### src/rtl/datapath_ctrl_pkg.sv
// datapath_ctrl_pkg: shared opcodes, ALU selects, state encoding and helpers
// for the datapath instruction sequencer.
package datapath_ctrl_pkg;

    localparam int INSTR_W = 9;
    localparam int IDX_W   = 3;

    localparam logic [2:0] OPC_LOAD = 3'b000;
    localparam logic [2:0] OPC_MOV  = 3'b001;
    localparam logic [2:0] OPC_ADD  = 3'b010;
    localparam logic [2:0] OPC_XOR  = 3'b011;
    localparam logic [2:0] OPC_DISP = 3'b100;

    localparam logic [1:0] ALU_ADD = 2'b00;
    localparam logic [1:0] ALU_XOR = 2'b01;

    typedef enum logic [1:0] {
        ST_IDLE = 2'd0,
        ST_T1   = 2'd1,
        ST_T2   = 2'd2,
        ST_T3   = 2'd3
    } state_t;

    // ADD and XOR are the only three-cycle instructions that go through A/G.
    function automatic logic isAluOp(input logic [2:0] opc);
        return (opc == OPC_ADD) || (opc == OPC_XOR);
    endfunction

endpackage

### src/rtl/datapath_ctrl_if.sv
// datapath_ctrl_if: instruction handshake plus datapath control strobes.
// The slave modport is the sequencer; the master modport is the instruction
// source that also observes the strobes heading to the datapath.
interface datapath_ctrl_if
    import datapath_ctrl_pkg::*;
#(
    parameter int W    = 16,
    parameter int NREG = 8
);
    logic                 instr_valid;
    logic [INSTR_W-1:0]   instr;
    logic [W-1:0]         instr_imm;
    logic                 instr_ready;
    logic                 done;
    logic                 err;
    logic [1:0]           op;
    logic [2*NREG-1:0]    reg_sig;
    logic                 data_in;
    logic [W-1:0]         data;
    logic                 A_in;
    logic                 G_in;
    logic                 G_out;

    modport master (
        output instr_valid, instr, instr_imm,
        input  instr_ready, done, err, op, reg_sig, data_in, data, A_in, G_in, G_out
    );

    modport slave (
        input  instr_valid, instr, instr_imm,
        output instr_ready, done, err, op, reg_sig, data_in, data, A_in, G_in, G_out
    );
endinterface

### src/rtl/datapath_ctrl_regsel.sv
// datapath_ctrl_regsel: turns one in-select and one out-select into the
// interleaved per-register strobe vector (Rk_in at 2N-1-2k, Rk_out at 2N-2-2k).
module datapath_ctrl_regsel
    import datapath_ctrl_pkg::*;
#(
    parameter int NREG = 8
) (
    input  logic [IDX_W-1:0]  in_idx_i,
    input  logic              in_en_i,
    input  logic [IDX_W-1:0]  out_idx_i,
    input  logic              out_en_i,
    output logic [2*NREG-1:0] reg_sig_o
);

    // Decode both selects into their strobe positions; at most one bit of each kind.
    always_comb begin
        reg_sig_o = '0;
        for (int k = 0; k < NREG; k++) begin
            reg_sig_o[2*NREG-1-2*k] = in_en_i  && (in_idx_i  == IDX_W'(k));
            reg_sig_o[2*NREG-2-2*k] = out_en_i && (out_idx_i == IDX_W'(k));
        end
    end

endmodule

### src/rtl/datapath_ctrl.sv
// datapath_ctrl: Moore sequencer that turns one decoded instruction at a time
// into registered datapath strobes (LOAD/MOV/DISP one cycle, ADD/XOR three).
// Optional build macro DATAPATH_CTRL_B2B_EN: ready is also raised in the done
// cycle so a waiting instruction starts with no idle bubble.
module datapath_ctrl
    import datapath_ctrl_pkg::*;
#(
    parameter int W    = 16,
    parameter int NREG = 8
) (
    input  logic           clk,
    input  logic           reset,
    datapath_ctrl_if.slave bus
);

    state_t             state_q, state_d;
    logic [2:0]         opc_q, opc_d;
    logic [IDX_W-1:0]   rx_q, rx_d;
    logic [IDX_W-1:0]   ry_q, ry_d;
    logic [W-1:0]       data_q, data_d;
    logic [1:0]         op_q, op_d;
    logic [2*NREG-1:0]  regSig_q, regSig_d;
    logic               dataIn_q, dataIn_d;
    logic               aIn_q, aIn_d;
    logic               gIn_q, gIn_d;
    logic               gOut_q, gOut_d;
    logic               done_q, done_d;
    logic               err_q, err_d;
    logic [IDX_W-1:0]   inIdx, outIdx;
    logic               inEn, outEn;
    logic               instrReady;
    logic               accept;

`ifdef DATAPATH_CTRL_B2B_EN
    assign instrReady = (state_q == ST_IDLE) || done_q;
`else
    assign instrReady = (state_q == ST_IDLE);
`endif

    assign accept = bus.instr_valid && instrReady;

    // Next state and instruction latch; acceptance always restarts at T1.
    always_comb begin
        state_d = state_q;
        opc_d   = opc_q;
        rx_d    = rx_q;
        ry_d    = ry_q;
        case (state_q)
            ST_IDLE: state_d = ST_IDLE;
            ST_T1:   state_d = isAluOp(opc_q) ? ST_T2 : ST_IDLE;
            ST_T2:   state_d = ST_T3;
            ST_T3:   state_d = ST_IDLE;
            default: state_d = ST_IDLE;
        endcase
        if (accept) begin
            state_d = ST_T1;
            opc_d   = bus.instr[8:6];
            rx_d    = bus.instr[5:3];
            ry_d    = bus.instr[2:0];
        end
    end

    // Strobes for the cycle being entered, so every output comes straight from a flop.
    always_comb begin
        inIdx    = '0;
        inEn     = 1'b0;
        outIdx   = '0;
        outEn    = 1'b0;
        dataIn_d = 1'b0;
        aIn_d    = 1'b0;
        gIn_d    = 1'b0;
        gOut_d   = 1'b0;
        done_d   = 1'b0;
        err_d    = 1'b0;
        op_d     = op_q;
        data_d   = data_q;
        case (state_d)
            ST_T1: begin
                case (opc_d)
                    OPC_LOAD: begin
                        inIdx    = rx_d;
                        inEn     = 1'b1;
                        dataIn_d = 1'b1;
                        data_d   = bus.instr_imm;
                        done_d   = 1'b1;
                    end
                    OPC_MOV: begin
                        inIdx  = rx_d;
                        inEn   = 1'b1;
                        outIdx = ry_d;
                        outEn  = 1'b1;
                        done_d = 1'b1;
                    end
                    OPC_ADD, OPC_XOR: begin
                        outIdx = rx_d;
                        outEn  = 1'b1;
                        aIn_d  = 1'b1;
                    end
                    OPC_DISP: begin
                        outIdx = rx_d;
                        outEn  = 1'b1;
                        done_d = 1'b1;
                    end
                    default: begin
                        err_d  = 1'b1;
                        done_d = 1'b1;
                    end
                endcase
            end
            ST_T2: begin
                outIdx = ry_d;
                outEn  = 1'b1;
                gIn_d  = 1'b1;
                op_d   = (opc_d == OPC_XOR) ? ALU_XOR : ALU_ADD;
            end
            ST_T3: begin
                gOut_d = 1'b1;
                inIdx  = rx_d;
                inEn   = 1'b1;
                done_d = 1'b1;
            end
            default: begin
                done_d = 1'b0;
            end
        endcase
    end

    datapath_ctrl_regsel #(.NREG(NREG)) u_regsel (
        .in_idx_i  (inIdx),
        .in_en_i   (inEn),
        .out_idx_i (outIdx),
        .out_en_i  (outEn),
        .reg_sig_o (regSig_d)
    );

    // State, latched instruction and registered outputs; reset aborts immediately.
    always_ff @(posedge clk or posedge reset) begin
        if (reset) begin
            state_q  <= ST_IDLE;
            opc_q    <= '0;
            rx_q     <= '0;
            ry_q     <= '0;
            data_q   <= '0;
            op_q     <= ALU_ADD;
            regSig_q <= '0;
            dataIn_q <= 1'b0;
            aIn_q    <= 1'b0;
            gIn_q    <= 1'b0;
            gOut_q   <= 1'b0;
            done_q   <= 1'b0;
            err_q    <= 1'b0;
        end else begin
            state_q  <= state_d;
            opc_q    <= opc_d;
            rx_q     <= rx_d;
            ry_q     <= ry_d;
            data_q   <= data_d;
            op_q     <= op_d;
            regSig_q <= regSig_d;
            dataIn_q <= dataIn_d;
            aIn_q    <= aIn_d;
            gIn_q    <= gIn_d;
            gOut_q   <= gOut_d;
            done_q   <= done_d;
            err_q    <= err_d;
        end
    end

    assign bus.instr_ready = instrReady;
    assign bus.done        = done_q;
    assign bus.err         = err_q;
    assign bus.op          = op_q;
    assign bus.reg_sig     = regSig_q;
    assign bus.data_in     = dataIn_q;
    assign bus.data        = data_q;
    assign bus.A_in        = aIn_q;
    assign bus.G_in        = gIn_q;
    assign bus.G_out       = gOut_q;

endmodule

### src/flat_wrapper.sv
// flat-port wrapper written by rule: the top's interface ports become plain ports
module datapath_ctrl_flat import datapath_ctrl_pkg::*;
#(
    parameter int W    = 16,
    parameter int NREG = 8
)
  (clk, reset, bus_instr_valid, bus_instr, bus_instr_imm, bus_instr_ready, bus_done, bus_err, bus_op, bus_reg_sig, bus_data_in, bus_data, bus_A_in, bus_G_in, bus_G_out);
  datapath_ctrl_if #(.W(W), .NREG(NREG)) bus_i ();
  input  logic clk;
  input  logic reset;
  input wire logic [$bits(bus_i.instr_valid)-1:0] bus_instr_valid;
  input wire logic [$bits(bus_i.instr)-1:0] bus_instr;
  input wire logic [$bits(bus_i.instr_imm)-1:0] bus_instr_imm;
  output wire logic [$bits(bus_i.instr_ready)-1:0] bus_instr_ready;
  output wire logic [$bits(bus_i.done)-1:0] bus_done;
  output wire logic [$bits(bus_i.err)-1:0] bus_err;
  output wire logic [$bits(bus_i.op)-1:0] bus_op;
  output wire logic [$bits(bus_i.reg_sig)-1:0] bus_reg_sig;
  output wire logic [$bits(bus_i.data_in)-1:0] bus_data_in;
  output wire logic [$bits(bus_i.data)-1:0] bus_data;
  output wire logic [$bits(bus_i.A_in)-1:0] bus_A_in;
  output wire logic [$bits(bus_i.G_in)-1:0] bus_G_in;
  output wire logic [$bits(bus_i.G_out)-1:0] bus_G_out;
  assign bus_i.instr_valid = bus_instr_valid;
  assign bus_i.instr = bus_instr;
  assign bus_i.instr_imm = bus_instr_imm;
  assign bus_instr_ready = bus_i.instr_ready;
  assign bus_done = bus_i.done;
  assign bus_err = bus_i.err;
  assign bus_op = bus_i.op;
  assign bus_reg_sig = bus_i.reg_sig;
  assign bus_data_in = bus_i.data_in;
  assign bus_data = bus_i.data;
  assign bus_A_in = bus_i.A_in;
  assign bus_G_in = bus_i.G_in;
  assign bus_G_out = bus_i.G_out;
  datapath_ctrl #(.W(W), .NREG(NREG)) u_core (.clk(clk), .reset(reset), .bus(bus_i));
endmodule
### config.mk
export PLATFORM = sky130hd
export DESIGN_NAME = datapath_ctrl_flat
export DESIGN_NICKNAME = d
export VERILOG_FILES = /design/src/rtl/datapath_ctrl_pkg.sv /design/src/rtl/datapath_ctrl_if.sv /design/src/rtl/datapath_ctrl_regsel.sv /design/src/rtl/datapath_ctrl.sv /design/src/flat_wrapper.sv
export SDC_FILE = /design/constraint.sdc
export NUM_CORES = 1
export LEC_CHECK = 0
export ABC_AREA = 1
export CORE_ASPECT_RATIO = 0.75
export CORE_MARGIN = 2
export CORE_UTILIZATION = 45
export DETAILED_ROUTE_END_ITERATION = 10
export GPL_TIMING_DRIVEN = 0
export PLACE_DENSITY = 0.79
export SLEW_MARGIN = 40
export SYNTH_ARGS = -nofsm -noshare
export SYNTH_HDL_FRONTEND = slang
export SYNTH_SLANG_ARGS = --single-unit
### constraint.sdc
create_clock -name clk -period 3.9 [get_ports clk]
set_clock_uncertainty 0.15 [all_clocks]
set_input_delay 0.585 -clock clk [delete_from_list [all_inputs] [get_ports clk]]
set_output_delay 0.585 -clock clk [all_outputs]
set_load 0.01 [all_outputs]
==> impl_metrics.py <==
metrics = {
    "pwr": {
        "power.density_nw_per_um2": 676,
        "peakVddDrop_mv": 0.338,
        "p_sw_mw": 0.698,
        "clockPowerShare_pct": 16.9,
        "p_comb_share_pct": 43.5,
        "switching_share_pct": 35.7,
        "p_seq_share_pct": 39.6,
        "total_power_mw": 1.95,
        "internal-power_mw": 1.26,
        "leakagePower_nw": 1.48,
    },
    "clocking": {
        "cts_sinks": 50,
        "ctsHoldBuffers": 0,
        "cts.clk_slew.worst_paths_ps": 90,
        "cts_buffers": 5,
        "h-tree-depth": 2,
        "insertion_delay_ps": 300,
        "cts_root_buf": "clkbuf_8",
        "post_cts_buffers": 0,
        "cts.repair.resized": 0,
        "clock_path_buffers": 2,
        "cts_tree": "done",
    },
    "drt": {
        "vias_per_cell": 4.59,
        "postRouteAntennaNets": 0,
        "num_vias": 1594,
        "totalWireLength_mm": 3.94,
        "drtPass1Iterations": 4,
        "post_drt_wl_per_cell_um": 11.4,
        "drt_iter0_drc": 103,
        "drcViolationCount": 0,
        "wl_met1_mm": 1.86,
        "dr_wl_met3_um": 222,
        "top_layer": "met4",
        "wl_met2_mm": 1.84,
    },
    "logic_synthesis": {
        "synth_fa_ha_area_share_pct": 0,
        "yosys.area.top_type": "dfrtp_1",
        "synth-compound-area-share_pct": 2.29,
        "ys_warn_count": 0,
        "synth.net_count": 242,
        "synth.area.top_cells": "dfrtp_1, nand2_1, nand2_2",
        "avgSynthCellArea_um2": 9.45,
        "synth_mux_area_share_pct": 0,
        "yosysTopAreaCellShare_pct": 61.9,
        "synth_top_family_by_area": "simple AND/OR/NAND/NOR gates",
        "synth_cells": 214,
        "synth_xor_area_share_pct": 0,
        "synthesis.area_um2": 2020,
        "ys_seq_area_share_pct": 61.9,
        "ys_seq_elements": 50,
        "synth.distinct_cells": 26,
        "yosys.area_share.simple_pct": 29.4,
    },
    "place": {
        "dp_hpwl_mm": 2.97,
        "gp_routability_congestion": 0.751,
        "placed_cell_area_um2": 2790,
        "port_buffers": 67,
    },
    "critical_path": {
        "crit_type": "reg2out",
        "r2r_start": "u_core.state_q[0]",
        "cp-start-kind": "flip-flop",
        "reg2regPathDepth": 5,
        "crit_fanout": 7,
        "rrSetupSlack_ps": 2110,
        "critPathArrivalTime_ps": 1500,
        "required_ps": 3160,
        "rr_endpoint": "u_core.bus.reg_sig[5]",
        "critPathCaptureType": "output port",
    },
    "global_route": {
        "grt_pass1_wl_mm": 6.19,
        "grt_pass1_vias": 1356,
        "grt_use_total_pct": 16.9,
        "antenna_found_initial": 0,
        "grt.overflow.total": 0,
        "grt_max_degree": 32,
    },
    "timing": {
        "fin_crit_sh_pct": 57.4,
        "clock.fmax_mhz": 447,
        "fin_tns_setup_ps": 0,
        "rsz0062_at_grt": "no",
        "final-hold-violation-count": 0,
        "report.final.setup_viol": 0,
        "fin_crit_ps": 2240,
        "drv_slew": 0,
    },
    "die": {
        "die_h_um": 62.1,
        "design.die.area_um2": 5050,
        "die_w_um": 81.4,
        "fp-row-count": 21,
        "ios": 69,
        "start_util_pct": 46.1,
        "core_area_um2": 4390,
    },
    "layout": {
        "final_core_util_pct": 65.9,
        "layout.nets": 317,
        "layout_common_cells": "nand2_1, clkdlybuf4s50_1, dfrtp_1, inv_1, nor2_1",
        "area_growth_pct": 43.0,
        "finalInstanceArea_um2": 2890,
        "antenna_cells": 0,
        "layout-drive-gt1-share_pct": 13.4,
        "mostFrequentLayoutCell": "nand2_1",
    },
    "min_path": {
        "hold_depth": 2,
        "hp-start": "u_core.bus.data[7]",
        "hold_class": "reg2reg",
        "min_to": "u_core.bus.data[7]",
    },
    "run_status": {
        "status": "finished, final reports clean",
    },
    "run": {
        "cap_violations": 0,
    },
}
metrics by stage:
stage	worst slack (ps)	hold WS (ps)	instances
2_1_floorplan	1960	295	214
3_3_place_gp	1090	309	338
3_5_place_dp	1540	316	339
4_1_cts	1650	337	347
5_1_grt	1590	361	347
6_report	1660	333	347
power by group through the flow:
stage	sequential (mW)	clock, mW	combinational (mW)
final	0.773	0.331	0.850
after CTS	0.775	0.341	0.857
after floorplan	0.840	0	0.410
after global routing	0.796	0.361	0.949
after detailed placement	0.781	0	0.856
after global placement	0.779	0	0.836
state kept, by name, indices dropped and copies added (netlist names), 2 cells and up:
register and count:
u_core.ry_q 3, u_core.opc_q 3, u_core.bus.reg_sig 16, u_core.rx_q 3, u_core.state_q 2, u_core.bus.data 16
routing by layer:
layer  GRT usage (%)  vias to the layer above
met3            5.64                        4
met5               0                        -
met2            24.7                       51
li1                -                      799
met1            23.8                      740
met4            5.81                        0
synthesized netlist by cell type:
| cell type | n |
|---|---|
| inv_2 | 5 |
| nor2_2 | 1 |
| nand2_4 | 3 |
| buf_4 | 2 |
| nand2_1 | 86 |
| a21oi_1 | 2 |
| buf_6 | 2 |
| and2_1 | 1 |
| nand3b_1 | 2 |
| nor3_1 | 4 |
| nor2_4 | 2 |
| o21ai_1 | 2 |
| conb_1 | 1 |
| nand2_2 | 9 |
| nand4_1 | 1 |
| clkinv_1 | 1 |
| inv_1 | 13 |
| and3_1 | 2 |
| o31ai_4 | 1 |
| clkinv_2 | 1 |
| nor3b_2 | 1 |
| o21ai_0 | 1 |
| nand3_1 | 7 |
| inv_4 | 2 |
| nor2_1 | 12 |
| dfrtp_1 | 50 |
critical path, cell delays in order (launching register included):
cell and delay (ps):
dfrtp_1 430, nor2_4 190, clkdlybuf4s50_1 580
worst max-delay path by stage:
stage                                        end  cells after the start               from  slack [ps]
after global placement    u_core.bus.reg_sig[11]                      2              reset        1090
after CTS                        bus_instr_ready                      2  u_core.state_q[0]        1650
after detailed placement   u_core.bus.reg_sig[5]                      5    bus_instr_valid        1540
final                            bus_instr_ready                      2  u_core.state_q[0]        1660
after floorplan                  u_core.bus.A_in                      1              reset        1960
after global routing             bus_instr_ready                      2  u_core.state_q[0]        1590
cells by family after synthesis:
family / after synthesis
flip-flops: 50
AND/OR/NAND/NOR: 131
other: 1
AO/OA/AOI/OAI: 6
buffers and inverters: 26
cell type report:
class | instances | area, um^2
plain buffers | 4 | 37.5
clock buffers | 7 | 96.3
clock inverters | 1 | 8.76
fillers | 365 | 1500
inverters | 22 | 91.3
multi-input cells | 138 | 644
flip-flops and latches | 50 | 1250
well taps | 57 | 71.3
repair buffers | 68 | 691
(Power assumes the default switching activity.)
